**src/rtl/kp_pkg.sv**
```systemverilog
// kp_pkg: shared types, event layout and helpers for the keypad scanner.
// Holds FSM encoding, event flag offsets and the clog2 helper.
package kp_pkg;

   typedef enum logic [1:0] {
      DRIVE  = 2'd0,
      SAMPLE = 2'd1,
      UPDATE = 2'd2
   } state_t;

   // Event word = {flags, index}; flag bits sit above the index field.
   localparam int EV_FLAG_W = 2;
   localparam int EV_REPEAT = 1;
   localparam int EV_PRESS  = 0;

   function automatic int kp_clog2(input int v);
      int r;
      r = 0;
      while ((1 << r) < v) r++;
      return r;
   endfunction

   // Width of the key index field for n keys.
   function automatic int ev_idx_w(input int n);
      return (n < 2) ? 1 : kp_clog2(n);
   endfunction

endpackage

```
**src/rtl/kp_event_fifo.sv**
```systemverilog
// kp_event_fifo: first-word-fall-through event FIFO, drop-on-full + sticky ovf.
// Ports: clk, rst, push/push_data, ovf_clr, ready (pop), valid, data, ovf.
module kp_event_fifo
   import kp_pkg::*;
#(
   parameter int W     = 6,
   parameter int DEPTH = 4
) (
   input  logic         clk,
   input  logic         rst,
   input  logic         push,
   input  logic [W-1:0] push_data,
   input  logic         ovf_clr,
   input  logic         ready,
   output logic         valid,
   output logic [W-1:0] data,
   output logic         ovf
);

   localparam int AW = kp_clog2(DEPTH);

   logic [W-1:0] mem [DEPTH];
   logic [AW:0]  wp;
   logic [AW:0]  rp;
   logic         empty;
   logic         full;
   logic         pop;
   logic         do_push;
   logic         drop;

   assign empty   = (wp == rp);
   assign full    = (wp[AW] != rp[AW]) &&
                    (wp[AW-1:0] == rp[AW-1:0]);
   assign pop     = valid && ready;
   // A pop in the same clk frees a slot, so the push still lands.
   assign do_push = push && (!full || pop);
   assign drop    = push && full && !pop;

   assign valid = !empty;
   assign data  = valid ? mem[rp[AW-1:0]] : '0;

   always_ff @(posedge clk or posedge rst) begin
      if (rst) begin
         wp  <= '0;
         rp  <= '0;
         ovf <= 1'b0;
         for (int i = 0; i < DEPTH; i++) mem[i] <= '0;
      end else begin
         if (pop) rp <= rp + (AW+1)'(1);
         if (do_push) begin
            mem[wp[AW-1:0]] <= push_data;
            wp <= wp + (AW+1)'(1);
         end
         // A drop outranks a clear in the same clk.
         if (drop)         ovf <= 1'b1;
         else if (ovf_clr) ovf <= 1'b0;
      end
   end

endmodule

```
**src/rtl/kp_matrix_scanner.sv**
```systemverilog
// kp_matrix_scanner: active-low ROWSxCOLS keypad scan, debounce, event FIFO.
// Ports: clk, rst, tick, row, col, key, frame, ev_*, ovf, ovf_clr.
// Optional auto-repeat when KP_AUTOREPEAT_EN is defined.
module kp_matrix_scanner
   import kp_pkg::*;
#(
   parameter int ROWS       = 4,
   parameter int COLS       = 4,
   parameter int DEB_FRAMES = 3,
   parameter int FIFO_DEPTH = 4,
   parameter int REP_DELAY  = 50,
   parameter int REP_PERIOD = 10
) (
   input  logic                            clk,
   input  logic                            rst,
   input  logic                            tick,
   input  logic [ROWS-1:0]                 row,
   output logic [COLS-1:0]                 col,
   output logic [ROWS*COLS-1:0]            key,
   output logic                            frame,
   output logic                            ev_valid,
   input  logic                            ev_ready,
   output logic [ev_idx_w(ROWS*COLS)+1:0]  ev_data,
   output logic                            ovf,
   input  logic                            ovf_clr
);

   localparam int N  = ROWS * COLS;
   localparam int IW = ev_idx_w(N);
   localparam int EW = IW + EV_FLAG_W;
   localparam int CW = kp_clog2(COLS);

   if (DEB_FRAMES < 1 || DEB_FRAMES > 15 ||
       REP_DELAY < 1 || REP_PERIOD < 1) begin : g_bad_param
      $error("kp_matrix_scanner: parameter out of range");
   end

   state_t          state;
   logic [CW-1:0]   c;
   logic [IW-1:0]   k;
   logic            pend;
   logic [COLS-1:0] raw_r [ROWS];
   logic [N-1:0]    raw;
   logic [3:0]      cnt [N];

   logic            diff;
   logic            deb_hit;
   logic [3:0]      cnt_nx;
   logic            push;
   logic [EW-1:0]   push_data;

   always_comb begin
      raw = '0;
      for (int r = 0; r < ROWS; r++) raw[r*COLS +: COLS] = raw_r[r];
   end

   assign diff    = (raw[k] != key[k]);
   assign cnt_nx  = cnt[k] + 4'd1;
   assign deb_hit = (state == UPDATE) && diff &&
                    (cnt_nx == 4'(DEB_FRAMES));

   always_ff @(posedge clk or posedge rst) begin
      if (rst) begin
         state <= DRIVE;
         c     <= '0;
         k     <= '0;
         pend  <= 1'b0;
         col   <= '1;
         key   <= '0;
         frame <= 1'b0;
         for (int r = 0; r < ROWS; r++) raw_r[r] <= '0;
         for (int i = 0; i < N; i++) cnt[i] <= '0;
      end else begin
         frame <= 1'b0;
         unique case (state)
            DRIVE: begin
               // A tick seen during UPDATE is spent here.
               if (tick || pend) begin
                  pend  <= 1'b0;
                  col   <= ~(COLS'(1) << c);
                  state <= SAMPLE;
               end
            end
            SAMPLE: begin
               if (tick) begin
                  for (int r = 0; r < ROWS; r++)
                     raw_r[r][c] <= ~row[r];
                  if (c == CW'(COLS-1)) begin
                     c     <= '0;
                     k     <= '0;
                     state <= UPDATE;
                  end else begin
                     c     <= c + CW'(1);
                     state <= DRIVE;
                  end
               end
            end
            UPDATE: begin
               if (tick) pend <= 1'b1;
               if (!diff) begin
                  cnt[k] <= '0;
               end else if (deb_hit) begin
                  cnt[k] <= '0;
                  key[k] <= raw[k];
               end else begin
                  cnt[k] <= cnt_nx;
               end
               if (k == IW'(N-1)) begin
                  state <= DRIVE;
                  frame <= 1'b1;
               end else begin
                  k <= k + IW'(1);
               end
            end
            default: state <= DRIVE;
         endcase
      end
   end

`ifdef KP_AUTOREPEAT_EN
   logic          onehot;
   logic          same;
   logic          rep_hit;
   logic          armed;
   logic          rep_on;
   logic [IW-1:0] hot_idx;
   logic [IW-1:0] ridx;
   logic [7:0]    rcnt;
   logic [7:0]    rcnt_nx;

   always_comb begin
      hot_idx = '0;
      for (int i = N-1; i >= 0; i--)
         if (key[i]) hot_idx = IW'(i);
   end

   assign onehot  = (key != '0) && ((key & (key - N'(1))) == '0);
   assign same    = onehot && armed && (hot_idx == ridx);
   assign rcnt_nx = rcnt + 8'd1;
   // Evaluated on the frame clk, once the bitmap is final.
   assign rep_hit = frame && same &&
                    (rep_on ? (rcnt_nx == 8'(REP_PERIOD))
                            : (rcnt_nx == 8'(REP_DELAY)));

   always_ff @(posedge clk or posedge rst) begin
      if (rst) begin
         rcnt   <= '0;
         rep_on <= 1'b0;
         armed  <= 1'b0;
         ridx   <= '0;
      end else if (frame) begin
         if (same) begin
            if (rep_hit) begin
               rcnt   <= '0;
               rep_on <= 1'b1;
            end else begin
               rcnt <= rcnt_nx;
            end
         end else begin
            rcnt   <= '0;
            rep_on <= 1'b0;
            armed  <= onehot;
            ridx   <= hot_idx;
         end
      end
   end

   // Debounce pushes occur in UPDATE, repeats on the frame clk: no clash.
   assign push = deb_hit || rep_hit;

   always_comb begin
      push_data = '0;
      if (deb_hit) begin
         push_data[IW-1:0]       = k;
         push_data[IW+EV_PRESS]  = raw[k];
      end else begin
         push_data[IW-1:0]       = hot_idx;
         push_data[IW+EV_PRESS]  = 1'b1;
         push_data[IW+EV_REPEAT] = 1'b1;
      end
   end
`else
   assign push = deb_hit;

   always_comb begin
      push_data = '0;
      push_data[IW-1:0]       = k;
      push_data[IW+EV_PRESS]  = raw[k];
      push_data[IW+EV_REPEAT] = 1'b0;
   end
`endif

   kp_event_fifo #(
      .W     (EW),
      .DEPTH (FIFO_DEPTH)
   ) u_fifo (
      .clk       (clk),
      .rst       (rst),
      .push      (push),
      .push_data (push_data),
      .ovf_clr   (ovf_clr),
      .ready     (ev_ready),
      .valid     (ev_valid),
      .data      (ev_data),
      .ovf       (ovf)
   );

endmodule
```
**config.mk**
```make
export PLATFORM = sky130hd
export DESIGN_NAME = kp_matrix_scanner
export DESIGN_NICKNAME = d
export VERILOG_FILES = /design/src/rtl/kp_pkg.sv /design/src/rtl/kp_event_fifo.sv /design/src/rtl/kp_matrix_scanner.sv
export SDC_FILE = /design/constraint.sdc
export NUM_CORES = 1
export LEC_CHECK = 0
export ABC_CLOCK_PERIOD_IN_PS = 3600
export CAP_MARGIN = 5
export CORE_ASPECT_RATIO = 1.5
export CORE_MARGIN = 2
export CORE_UTILIZATION = 58
export CTS_CLUSTER_DIAMETER = 80
export DETAILED_ROUTE_END_ITERATION = 16
export DONT_BUFFER_PORTS = 1
export PLACE_DENSITY = 0.76
export SYNTH_ARGS = -nofsm -noshare
export SYNTH_HDL_FRONTEND = slang
export SYNTH_HIERARCHICAL = 1
export SYNTH_SLANG_ARGS = --single-unit
```
**constraint.sdc**
```tcl
create_clock -name clk -period 3.6 [get_ports clk]
set_input_delay 0.72 -clock clk [delete_from_list [all_inputs] [get_ports clk]]
set_output_delay 0.72 -clock clk [all_outputs]
set_load 0.005 [all_outputs]
```
==> load_flow_metrics.sql <==
INSERT INTO impl_metrics (metric_group, metric, value, unit) VALUES
('synth', 'prevailing_post_synth_register_cell', 'sky130_fd_sc_hd__dfrtp_1', ''),
('die', 'floorplan.die.width', '93.08', 'um'),
('clock_network', 'cts_buffers', '17', ''),
('synth', 'count_of_flip_flops_with_a_built_in_enable_after_synthesis', '0', ''),
('hold_path', 'hold_path.class', 'input port to async pin', ''),
('clock_network', 'clock-sinks', '141', ''),
('placement', 'place.detailed.hpwl', '10.30', 'mm'),
('synth', 'synthesis.area', '6904', 'um2'),
('synth', 'yosysTopAreaCell', 'sky130_fd_sc_hd__dfrtp_1', ''),
('critical_path', 'rrSetupSlack', '260', 'ps'),
('placement', 'finalWeightedCongestion', '0.8975', ''),
('detailed_routing', 'highest-signal-layer', 'met4', ''),
('layout', 'num-nets-final', '626', ''),
('layout', 'post-route-util', '67.33', '%'),
('layout', 'antenna_cells', '0', ''),
('detailed_routing', 'met1Wirelength', '5.671', 'mm'),
('run_status', 'outcome', 'completed', ''),
('layout', 'final_layout_size_suffix_gt1_share', '23.58', '%'),
('global_route', 'grt_first_pass_wirelength', '24.94', 'mm'),
('die', 'ioPinCount', '38', ''),
('synth', 'synth_cells', '592', ''),
('timing', 'final.period_utilization', '92.67', '%'),
('timing', 'finalSetupViolations', '0', ''),
('timing', 'fin_worst_skew', '7.839', 'ps'),
('job', 'max_cap_viol_count', '0', ''),
('die', 'floorplan.die_area', '12810', 'um2'),
('detailed_routing', 'drc', '0', ''),
('detailed_routing', 'wl_met3', '679', 'um'),
('critical_path', 'worstPathMaxFanout', '8', ''),
('global_route', 'grtUsageTotal', '25.38', '%'),
('clock_network', 'htree_levels', '4', ''),
('synth', 'synth-async-reset-ratio', '100.0', '%'),
('synth', 'yosysWarnings', '6', ''),
('die', 'die_height', '137.6', 'um'),
('detailed_routing', 'drt_pass1_iterations', '5', ''),
('clock_network', 'clkSlewWorstSetupHoldPaths', '60', 'ps'),
('detailed_routing', 'detail_route.vias_per_cell', '6.176', ''),
('pwr', 'overall_power_consumption', '5.406', 'mW'),
('clock_network', 'clock_latency', '420', 'ps'),
('detailed_routing', 'detail_route.iter0.violations', '254', ''),
('pwr', 'ir_drop', '0.0004463', 'V'),
('synth', 'synth_most_common_cell', 'sky130_fd_sc_hd__dfrtp_1', ''),
('timing', 'rsz0062_at_grt', 'false', ''),
('layout', 'register_area', '3538', 'um2'),
('timing', 'relSlewSlack', '48.14', '%'),
('clock_network', 'clock_tree_from_tritoncts', 'yes', ''),
('pwr', 'power.density_cell_area', '692.7', 'nW/um2'),
('global_route', 'globalRouteOverflowTotal', '0', ''),
('timing', 'final-hold-violation-count', '0', ''),
('layout', 'multi_input_area', '3168', 'um2'),
('detailed_routing', 'antenna_violating_nets_post_route', '0', ''),
('layout', 'synthToLayoutAreaGrowth', '13.03', '%'),
('critical_path', 'setup.worst_path.end_class', 'flop', ''),
('timing', 'worstMarginPinSlew', '776.3', 'ps'),
('clock_network', 'cts.path.max_buffers', '2', ''),
('synth', 'synth_seq_cells', '141', ''),
('synth', 'synth.avg_cell_area', '11.66', 'um2'),
('timing', 'tns', '0', 'ps'),
('global_route', 'pin_count_of_the_biggest_net_entering_global_routing', '61', ''),
('critical_path', 'timing.critical_path.from_type', 'flop', ''),
('critical_path', 'critPathKind', 'flop to flop', ''),
('detailed_routing', 'routed-via-count', '4725', ''),
('synth', 'synth.area.top_cells', 'sky130_fd_sc_hd__dfrtp_1 50%, sky130_fd_sc_hd__mux4_2 10%, sky130_fd_sc_hd__mux2_2 6.5%', ''),
('detailed_routing', 'routed_wire_length_per_instance', '19.90', 'um'),
('timing', 'slew_viol_final', '0', ''),
('global_route', 'antenna_found_initial', '0', ''),
('placement', 'port_buffers', '0', ''),
('pwr', 'power_leakage', '3.414', 'nW'),
('layout', 'num-fill-cells', '810', ''),
('synth', 'synth_seq_area_share', '51.18', '%'),
('synth', 'synth.cells.most_frequent', '137 x sky130_fd_sc_hd__dfrtp_1, 120 x sky130_fd_sc_hd__nand2_1, 56 x sky130_fd_sc_hd__o21ai_0', ''),
('clock_network', 'clockRootBuffer', 'sky130_fd_sc_hd__clkbuf_16', ''),
('timing', 'fmaxAchievable', '299.8', 'MHz'),
('timing', 'final.min_clock_period', '3336', 'ps'),
('detailed_routing', 'dr_wl_met2', '8.500', 'mm'),
('die', 'start_util', '59.56', '%'),
('global_route', 'first_global_vias', '4955', ''),
('critical_path', 'crit_arrival', '3630', 'ps'),
('die', 'std_cell_rows', '48', ''),
('synth', 'netlist.area_leader.share', '49.66', '%'),
('critical_path', 'crit_required', '3900', 'ps'),
('synth', 'synth_cell_type_count', '42', ''),
('die', 'core_region_area', '11590', 'um2'),
('detailed_routing', 'wl', '15.22', 'mm');
## state kept, by name, indices dropped and copies added (netlist names)
signal	count
col	4
state	2
frame	1
raw	16
pend	1
u_fifo/rp	3
u_fifo/ovf	1
u_fifo/wp	3
c	2
cnt	64
key	16
k	4
u_fifo/mem	24
## layout make-up
class | instances | area share [%]
clock buffers | 18 | 5.628
clock inverters | 14 | 2.934
inverters | 14 | 0.7215
multi-input cells | 405 | 40.60
flip-flops and latches | 141 | 45.34
well taps | 150 | 2.405
repair buffers | 23 | 2.373
## cells by family (layout without fill, tap and decap cells)
logic type | count (synthesis) | after routing | synth area share (%)
buffers and inverters | 49 | 69 | 3.280
adders and majority gates | 15 | 15 | 2.718
and+or+nand+nor | 190 | 190 | 12.21
xor gates and xnor gates | 11 | 11 | 2.048
muxes | 74 | 74 | 17.27
DFF | 141 | 141 | 51.18
AOI/OAI and AO/OA | 111 | 111 | 11.24
other | 1 | 4 | 0.05432
## metrics by stage
stage	std cells	setup slack, ps	cell area, um2	hold WS [ps]
after global placement	731	-103.4	7112	455.2
after global routing	765	76.18	7804	296.2
final	765	264.0	7804	259.6
after floorplan	595	12.72	6919	443.2
after CTS	763	43.21	7787	268.8
after detailed placement	731	-145.8	7112	465.9
## worst paths after layout
path	start	endpoint	depth (start not counted)
hold / removal	rst	u_fifo/rp[1]	2
max in group asynchronous	rst	col[3]	2
hold reg to reg	cnt[0]	cnt[0]	2
setup / recovery	k[0]	u_fifo/mem[0]	12
setup reg to reg	k[0]	u_fifo/mem[0]	12
min in group clk	tick	state[0]	1
## worst max-delay path, cell delays in order (launching register included)
cell and delay (ps):
sky130_fd_sc_hd__dfrtp_4 420, sky130_fd_sc_hd__buf_4 220, sky130_fd_sc_hd__mux4_2 540, sky130_fd_sc_hd__nand2_1 80, sky130_fd_sc_hd__and4_1 250, sky130_fd_sc_hd__inv_1 90
sky130_fd_sc_hd__ha_1 250, sky130_fd_sc_hd__nor3_1 250, sky130_fd_sc_hd__a41oi_2 80, sky130_fd_sc_hd__nor3_2 300, sky130_fd_sc_hd__and2_1 230, sky130_fd_sc_hd__o41ai_4 160
sky130_fd_sc_hd__mux2_1 350
## where the power goes
group	total, mW	switching (mW)	internal, mW	leakage [nW]
clock network	1.96	0.698	1.26	0.320
registers	1.97	0.185	1.79	1.92
logic	1.47	0.974	0.499	1.17
## metal layers
metal | vias to the layer above | GRT usage [%]
met3 | 30 | 4.978
met1 | 2383 | 29.06
met5 | - | 0
li1 | 2157 | -
met4 | 0 | 10.46
met2 | 155 | 46.26
## cells in the final DEF (no fill, tap or decap), types with 2 or more instances in the layout
master	instances
sky130_fd_sc_hd__a21oi_1	5
sky130_fd_sc_hd__a22oi_1	4
sky130_fd_sc_hd__and2_1	6
sky130_fd_sc_hd__and4_1	2
sky130_fd_sc_hd__buf_4	22
sky130_fd_sc_hd__bufinv_16	5
sky130_fd_sc_hd__clkbuf_16	17
sky130_fd_sc_hd__clkinvlp_4	3
sky130_fd_sc_hd__conb_1	4
sky130_fd_sc_hd__dfrtp_1	135
sky130_fd_sc_hd__dfstp_2	4
sky130_fd_sc_hd__ha_1	15
sky130_fd_sc_hd__inv_1	13
sky130_fd_sc_hd__inv_6	5
sky130_fd_sc_hd__mux2_2	40
sky130_fd_sc_hd__mux4_2	32
sky130_fd_sc_hd__nand2_1	120
sky130_fd_sc_hd__nand3_1	18
sky130_fd_sc_hd__nor2_1	9
sky130_fd_sc_hd__nor2b_1	10
sky130_fd_sc_hd__nor3_1	4
sky130_fd_sc_hd__nor4_1	16
sky130_fd_sc_hd__o21ai_0	56
sky130_fd_sc_hd__o31ai_1	34
sky130_fd_sc_hd__o41ai_4	4
sky130_fd_sc_hd__or3_1	2
sky130_fd_sc_hd__xnor2_1	5
sky130_fd_sc_hd__xnor2_2	2
sky130_fd_sc_hd__xor2_1	2
sky130_fd_sc_hd__xor2_4	2
## what timing repair did
item | in CTS | in global routing
endpoints found under the setup margin | 36 | 33
endpoints found under the hold margin | 0 | 0
gates cloned | 0 | 0
hold buffers | 0 | 0
resized for setup | 2 | 1
setup buffers | 0 | 2
Note: power is estimated with default switching activity, not from simulation.
